$ cat config.mk
export PLATFORM = sky130hd
export DESIGN_NAME = lsq
export DESIGN_NICKNAME = d
export VERILOG_FILES = /design/src/rtl/lsq_pkg.sv /design/src/rtl/lsq_tag_match.sv /design/src/rtl/lsq.sv
export SDC_FILE = /design/constraint.sdc
export NUM_CORES = 2
export LEC_CHECK = 0
export BUFFER_PORTS_ARGS = -buffer_cell sky130_fd_sc_hd__buf_2
export CAP_MARGIN = 25
export CORE_ASPECT_RATIO = 1.75
export CORE_MARGIN = 1
export CORE_UTILIZATION = 54
export DETAILED_ROUTE_END_ITERATION = 6
export PLACE_DENSITY = 0.77
export SYNTH_ARGS = -nofsm -noshare
export SYNTH_HDL_FRONTEND = slang
export SYNTH_HIERARCHICAL = 1
export SYNTH_SLANG_ARGS = --single-unit
export TNS_END_PERCENT = 1
$ cat constraint.sdc
create_clock -name clk -period 2.25 [get_ports clk]
set_input_delay 0.45 -clock clk [delete_from_list [all_inputs] [get_ports clk]]
set_output_delay 0.45 -clock clk [all_outputs]
set_load 0.05 [all_outputs]
$ cat src/rtl/lsq_pkg.sv
// Shared defines (ADDR_WIDTH, FSM encodings) and the lsq package.
// LSQ_FLUSH_EN is left undefined by default; define it to add the flush port.
`ifndef LSQ_DEFINES_SVH
`define LSQ_DEFINES_SVH
`define ADDR_WIDTH 32
`define LSQ_IDLE   2'd0
`define LSQ_ISSUE  2'd1
`define LSQ_WAIT   2'd2
`define LSQ_POP    2'd3
`endif

package lsq_pkg;
    localparam int LSQ_ADDR_WIDTH = `ADDR_WIDTH;

    typedef enum logic [1:0] {
        ST_IDLE  = `LSQ_IDLE,
        ST_ISSUE = `LSQ_ISSUE,
        ST_WAIT  = `LSQ_WAIT,
        ST_POP   = `LSQ_POP
    } lsq_state_e;
endpackage

$ cat src/rtl/lsq_tag_match.sv
// DEPTH-way PC comparator: one-hot hit vector over the valid entries for AGU fills.
module lsq_tag_match
    import lsq_pkg::*;
#(
    parameter int DEPTH    = 8,
    parameter int PC_WIDTH = 32
) (
    input  logic [DEPTH-1:0]               valid,
    input  logic [DEPTH-1:0][PC_WIDTH-1:0] pc,
    input  logic [PC_WIDTH-1:0]            key,
    output logic [DEPTH-1:0]               hit
);
    for (genvar gi = 0; gi < DEPTH; gi++) begin : g_cmp
        assign hit[gi] = valid[gi] && (pc[gi] == key);
    end
endmodule

$ cat src/rtl/lsq.sv
// In-order load/store queue feeding the LSU; issues the head, waits for lsu_done, pops.
// Optional flush port and killed-entry handling are enabled with LSQ_FLUSH_EN.
module lsq
    import lsq_pkg::*;
#(
    parameter int DEPTH      = 8,
    parameter int ADDR_WIDTH = LSQ_ADDR_WIDTH,
    parameter int PC_WIDTH   = 32
) (
    input  logic                  clk,
    input  logic                  rst,
    input  logic                  alloc_valid,
    input  logic                  alloc_ls,
    input  logic [PC_WIDTH-1:0]   alloc_pc,
    output logic                  alloc_ready,
    input  logic                  agu_valid,
    input  logic [PC_WIDTH-1:0]   agu_pc,
    input  logic [ADDR_WIDTH-1:0] agu_addr,
    input  logic [31:0]           agu_data,
    input  logic                  store_commit,
    output logic                  lsu_en,
    output logic                  lsu_ls,
    output logic [ADDR_WIDTH-1:0] lsu_addr,
    output logic [31:0]           lsu_data,
    output logic [PC_WIDTH-1:0]   lsu_pc,
    input  logic                  lsu_done,
    input  logic [31:0]           lsu_load_data,
    output logic                  wb_valid,
    output logic [PC_WIDTH-1:0]   wb_pc,
    output logic                  wb_ls,
    output logic [31:0]           wb_data
`ifdef LSQ_FLUSH_EN
    ,
    input  logic                  flush
`endif
);
    localparam int PW = $clog2(DEPTH);
    localparam logic [PW:0] FULL = (PW+1)'(DEPTH);

    logic [DEPTH-1:0]                 valid_q, ls_q, rdy_q;
    logic [DEPTH-1:0][PC_WIDTH-1:0]   pc_q;
    logic [DEPTH-1:0][ADDR_WIDTH-1:0] addr_q;
    logic [DEPTH-1:0][31:0]           data_q;
    logic [PW-1:0]                    head_q, head_d, tail_q, tail_d;
    logic [PW:0]                      count_q, count_d;
    lsq_state_e                       state_q;

    logic                  lsu_en_q, lsu_ls_q, wb_valid_q, wb_ls_q;
    logic [ADDR_WIDTH-1:0] lsu_addr_q;
    logic [31:0]           lsu_data_q, wb_data_q;
    logic [PC_WIDTH-1:0]   lsu_pc_q, wb_pc_q;

    logic [DEPTH-1:0] hit;
    logic             push, pop, head_go, flush_w, killed_head;

`ifdef LSQ_FLUSH_EN
    logic [DEPTH-1:0] killed_q;
    assign flush_w     = flush;
    assign killed_head = killed_q[head_q];
`else
    assign flush_w     = 1'b0;
    assign killed_head = 1'b0;
`endif

    lsq_tag_match #(.DEPTH(DEPTH), .PC_WIDTH(PC_WIDTH)) u_match (
        .valid (valid_q),
        .pc    (pc_q),
        .key   (agu_pc),
        .hit   (hit)
    );

    assign alloc_ready = (count_q != FULL);
    assign push        = alloc_valid && alloc_ready && !flush_w;
    assign pop         = (state_q == ST_POP);
    assign head_go     = (state_q == ST_IDLE) && valid_q[head_q] && rdy_q[head_q]
                         && (ls_q[head_q] || store_commit) && !flush_w;

    always_comb begin
        head_d  = head_q;
        tail_d  = tail_q;
        count_d = count_q;
        if (flush_w) begin
            case (state_q)
                ST_IDLE: begin
                    tail_d  = head_q;
                    count_d = '0;
                end
                ST_POP: begin
                    head_d  = head_q + PW'(1);
                    tail_d  = head_q + PW'(1);
                    count_d = '0;
                end
                // ISSUE/WAIT: the in-flight head survives, marked killed
                default: begin
                    tail_d  = head_q + PW'(1);
                    count_d = (PW+1)'(1);
                end
            endcase
        end else begin
            if (push) tail_d = tail_q + PW'(1);
            if (pop)  head_d = head_q + PW'(1);
            count_d = count_q + (PW+1)'(push) - (PW+1)'(pop);
        end
    end

    always_ff @(posedge clk) begin
        if (rst) begin
            valid_q <= '0;
            ls_q    <= '0;
            rdy_q   <= '0;
            pc_q    <= '0;
            addr_q  <= '0;
            data_q  <= '0;
            head_q  <= '0;
            tail_q  <= '0;
            count_q <= '0;
        end else begin
            head_q  <= head_d;
            tail_q  <= tail_d;
            count_q <= count_d;
            for (int i = 0; i < DEPTH; i++) begin
                if (agu_valid && hit[i] && !flush_w) begin
                    addr_q[i] <= agu_addr;
                    data_q[i] <= agu_data;
                    rdy_q[i]  <= 1'b1;
                end
            end
            // Alloc targets an invalid slot, so a same-cycle fill can never hit it
            if (push) begin
                valid_q[tail_q] <= 1'b1;
                ls_q[tail_q]    <= alloc_ls;
                pc_q[tail_q]    <= alloc_pc;
                rdy_q[tail_q]   <= 1'b0;
            end
            if (pop) begin
                valid_q[head_q] <= 1'b0;
                rdy_q[head_q]   <= 1'b0;
            end
`ifdef LSQ_FLUSH_EN
            if (flush) begin
                for (int i = 0; i < DEPTH; i++) begin
                    if (state_q == ST_IDLE || state_q == ST_POP || PW'(i) != head_q) begin
                        valid_q[i] <= 1'b0;
                        rdy_q[i]   <= 1'b0;
                    end
                end
            end
`endif
        end
    end

`ifdef LSQ_FLUSH_EN
    always_ff @(posedge clk) begin
        if (rst) begin
            killed_q <= '0;
        end else begin
            if (push) killed_q[tail_q] <= 1'b0;
            if (pop)  killed_q[head_q] <= 1'b0;
            if (flush && (state_q == ST_ISSUE || state_q == ST_WAIT))
                killed_q[head_q] <= 1'b1;
        end
    end
`endif

    always_ff @(posedge clk) begin
        if (rst) begin
            state_q    <= ST_IDLE;
            lsu_en_q   <= 1'b0;
            lsu_ls_q   <= 1'b0;
            lsu_addr_q <= '0;
            lsu_data_q <= '0;
            lsu_pc_q   <= '0;
            wb_valid_q <= 1'b0;
            wb_pc_q    <= '0;
            wb_ls_q    <= 1'b0;
            wb_data_q  <= '0;
        end else begin
            lsu_en_q   <= 1'b0;
            wb_valid_q <= 1'b0;
            case (state_q)
                ST_IDLE: begin
                    if (head_go) begin
                        state_q    <= ST_ISSUE;
                        lsu_en_q   <= 1'b1;
                        lsu_ls_q   <= ls_q[head_q];
                        lsu_addr_q <= addr_q[head_q];
                        lsu_data_q <= data_q[head_q];
                        lsu_pc_q   <= pc_q[head_q];
                    end
                end
                ST_ISSUE: state_q <= ST_WAIT;
                ST_WAIT: begin
                    if (lsu_done) begin
                        state_q    <= ST_POP;
                        wb_valid_q <= !(killed_head || flush_w);
                        wb_pc_q    <= pc_q[head_q];
                        wb_ls_q    <= ls_q[head_q];
                        wb_data_q  <= ls_q[head_q] ? lsu_load_data : 32'h0;
                    end
                end
                ST_POP:  state_q <= ST_IDLE;
                default: state_q <= ST_IDLE;
            endcase
        end
    end

    assign lsu_en   = lsu_en_q;
    assign lsu_ls   = lsu_ls_q;
    assign lsu_addr = lsu_addr_q;
    assign lsu_data = lsu_data_q;
    assign lsu_pc   = lsu_pc_q;
    assign wb_valid = wb_valid_q;
    assign wb_pc    = wb_pc_q;
    assign wb_ls    = wb_ls_q;
    assign wb_data  = wb_data_q;
endmodule

==> summary.md <==
| Metric | Value |
|---|---|
| #FFs+latches synth | between 900 and 1,000 |
| Final GP Congestion | about 1.1 |
| Clk buf depth | 3 |
| Skew final | around 0.032 ns |
| Synth area leaders | dfxtp_1 (45%), nand2_1 (12%), a21oi_1 (9.5%) |
| Tcrit/Tclk final | 1.173 |
| Worst Slack Setup Final | -0.3900 ns |
| Total negative slack | -32.60 ns |
| Drt first-iter violations | approximately 4,900 |
| CP arrival | between 3 and 4 ns |
| RSZ-0062 raised after global routing | yes |
| Synth area leader | dfxtp_1 |
| GRT met3 Usage | 0.08467 |
| H-tree Lvls | 3 |
| Maxcap violations | 0 |
| DR vias/cell | 6.227 |
| Clk_lat worst skew | ~0.71 ns |
| Slew @ Worst Pin | between 0.9 and 1 ns |
| Failing checks | DRC, setup timing |
| Status | finished with violations |
| Dpl hpwl | roughly 100,000 um |
| Pint | between 20 and 30 mW |
| Pin count of the biggest net entering global routing | a little under 100 |
| Via count | 40,250 |
| CTS Sinks | 968 |
| Share of total power in combinational logic | 0.087 |
| Core ar. | roughly 80,000 um^2 |
| Die H | between 300 and 400 um |
| Worst min path class | input pin to register |
| Max Freq | about 380 MHz |
| Busiest grt layer | met2 |
| Final period demand of the worst path | 2.640 ns |
| Synthesized instance count | 5,027 |
| Num CTS Buffers | between 80 and 90 |
| Seq. cell area | slightly below 20,000 um^2 |
| Seq pwr share | 0.470 |
| Ports | 332 |
| Hold_sp | lsu_load_data[13] |
| Final hold vios | 0 |
| Post-synth top area share | 0.4490 |
| Required @ worst endpoint | between 2 and 3 ns |
| Initial Util | 0.5479 |
| Grt met1 use | 0.4102 |
| Post-synth ARST share | 0 |
| CTS tree | done |
| Slew Limit Fails | 0 |
| Lkg Pwr | between 15 and 20 nW |
| EDFF count, synth | 0 |
| Worst Setup Start Kind | register |
| Die W | around 220 um |
| CP Max Fanout | 33 |
| Multi-input gate area | ~23,000 um^2 |
| Gr usage total | 0.3807 |
| Yosys warnings | 6 |
| Layout cell share with drive strength beyond 1 | 0.2587 |
| Power Density | around 700 nW/um^2 |
| Most used flip-flop cell after synthesis | dfxtp_1 |
| Yosys cell types | between 40 and 50 |
| Syn_area_per_cell | between 8 and 9 um^2 |
| Switching share of power | 0.2531 |
| DRC | 8 |
| Max VDD drop | roughly 820 uV |
| Slew headroom | 0.3855 |
| Syn_nets | ~5,200 |
| Row count | roughly 140 |
| Routed WL | approximately 170,000 um |
| Area grow syn2layout | 23.58% |
| Crit. End Element | register |
| Pre-antenna DRT Iters | 7 |
| CTS Root Cell | clkbuf_16 |
| Die ar. | around 80,000 um^2 |
| Routed wire per std cell | ~26 um |
| Crit path launch | pc_q[84] |
| Final hold slack | between 0.03 and 0.04 ns |
| Clock transition at the registers of the reported paths | 0.07 ns |
| Vias in the first global route | about 38,000 |
| Routed Antenna Nets | 0 |
| Seq/Total Area, Yosys | 0.4490 |
| Clk pwr share | 0.442 |
| Net Sw Power | 9.422 mW |
| Post-synthesis instance area | approximately 43,000 um^2 |
| Global route total overflow | 0 |
| Initial antenna violation count | 27 |
| Final setup vio count | 465 |
| GR Util met2 | 0.6336 |
| R2r startpoint | pc_q[84] |
| IO buf count | 331 |
| Layout Nets | between 5,000 and 6,000 |
| Critical path type | register to register |
| First-pass GRT wire length | roughly 230,000 um |
| Fillers | 5,895 |
[sequential cells by signal (all words and copies together), names as in the netlist, 2 cells and up]
| register | cells |
|---|---|
| addr_q | 256 |
| count_q | 4 |
| data_q | 256 |
| head_q | 3 |
| ls_q | 8 |
| lsu_addr | 32 |
| lsu_data | 32 |
| lsu_pc | 32 |
| pc_q | 256 |
| rdy_q | 8 |
| state_q | 2 |
| tail_q | 3 |
| valid_q | 8 |
| wb_data | 32 |
| wb_pc | 32 |
[cells in the mapped netlist (12+ instances only)]
| cell type | count |
|---|---|
| a211oi_1 | 108 |
| a211oi_2 | 20 |
| a21oi_1 | 820 |
| a22oi_1 | 37 |
| a2bb2oi_1 | 18 |
| buf_1 | 26 |
| buf_2 | 35 |
| buf_4 | 62 |
| buf_6 | 33 |
| clkbuf_1 | 353 |
| dfxtp_1 | 968 |
| inv_1 | 12 |
| mux2_2 | 47 |
| mux2i_1 | 216 |
| mux4_2 | 132 |
| nand2_1 | 1411 |
| nand3_1 | 49 |
| nor2_1 | 217 |
| nor4_1 | 56 |
| o22ai_1 | 33 |
| xor2_1 | 251 |
[final timing paths]
kind            endpoint  slack (ns)  cells after the start
min          wb_data[13]        0.04                      3
min reg2reg  wb_data[20]        0.45                      2
max reg2reg   addr_q[85]       -0.39                      9
max           addr_q[85]       -0.39                      9
[power groups by stage]
stage	registers [mW]	logic, mW	clock network, mW
after detailed placement	17.9	2.83	0
after global routing	17.5	3.34	17.1
after CTS	17.5	2.96	16.4
after floorplan	17.8	1.67	0
after global placement	17.9	2.80	0
final	17.5	3.25	16.5
[per-stage QoR]
step,worst slack (ns),total power [mW],instance area [um^2],instances,util
finish,-0.3900,37.22,53340,6464,0.6771
global route,-0.2673,37.98,53320,6455,0.6768
CTS,-0.08952,36.87,51260,6400,0.6506
detailed placement,-0.5585,20.70,47490,6207,0.6028
global placement,-0.5466,20.67,47490,6207,0.6028
floorplan,-0.008749,19.49,43240,5027,-
[what timing repair did]
action	CTS	global route
endpoints found under the setup margin	519	637
gates cloned	2	25
pin swaps	22	45
resized for setup	49	301
setup buffers	6	19
hold buffers	30	0
endpoints found under the hold margin	30	0
[routing by layer]
layer	vias to the layer above	share of wire
met2	2634	0.47
li1	17560	-
met1	19130	0.33
met4	20	0.10
met5	-	0.00067
met3	898	0.097
[layout by cell type, fill, tap and decap left out, types with 12 or more instances in the layout]
cell / n
dlygate4sd3_1: 30
clkbuf_16: 109
diode_2: 21
xor2_1: 233
o22ai_1: 32
buf_2: 329
buf_6: 14
clkbuf_1: 13
nor4_1: 32
mux4_2: 132
nand2_2: 14
a211oi_2: 58
a22oi_1: 37
dfxtp_2: 29
clkbuf_8: 20
buf_12: 105
xor2_2: 12
nor2_1: 208
buf_4: 232
a21oi_1: 660
bufinv_16: 13
nand2_1: 1389
mux2i_1: 215
a21oi_2: 160
dfxtp_1: 935
a2bb2oi_1: 18
mux2_2: 46
nor4_2: 21
nand3_1: 44
a211oi_1: 70
[worst max-delay path, stage by stage, from the launching register on]
cell     delay, ns
dfxtp_1       0.39
xor2_1        0.75
nor4_2        0.13
nand4_1       0.17
nor3_2        0.06
buf_4         0.16
nand2_4       0.14
buf_12        0.25
nand2_1       0.22
a21oi_2       0.26
[kinds of logic after synthesis]
group	after synthesis	share of synthesized area
XOR/XNOR	261	0.05296
AND/OR/NAND/NOR	1803	0.1662
AO/OA/AOI/OAI	1063	0.1391
flip-flops	968	0.4490
buffers and inverters	525	0.05792
multiplexers	395	0.1312
adder cells (fa/ha/maj)	12	0.003652
[cell type report]
class,count,share of cell area
clock inverter,34,0.01109
antenna,21,0.0009852
sequential,968,0.3642
timing repair buffer,739,0.1248
multi-input combinational,3534,0.4264
clock buffer,121,0.04736
tap,1035,0.02428
inverter,12,0.0008444
Note: power is estimated with default switching activity, not from simulation.
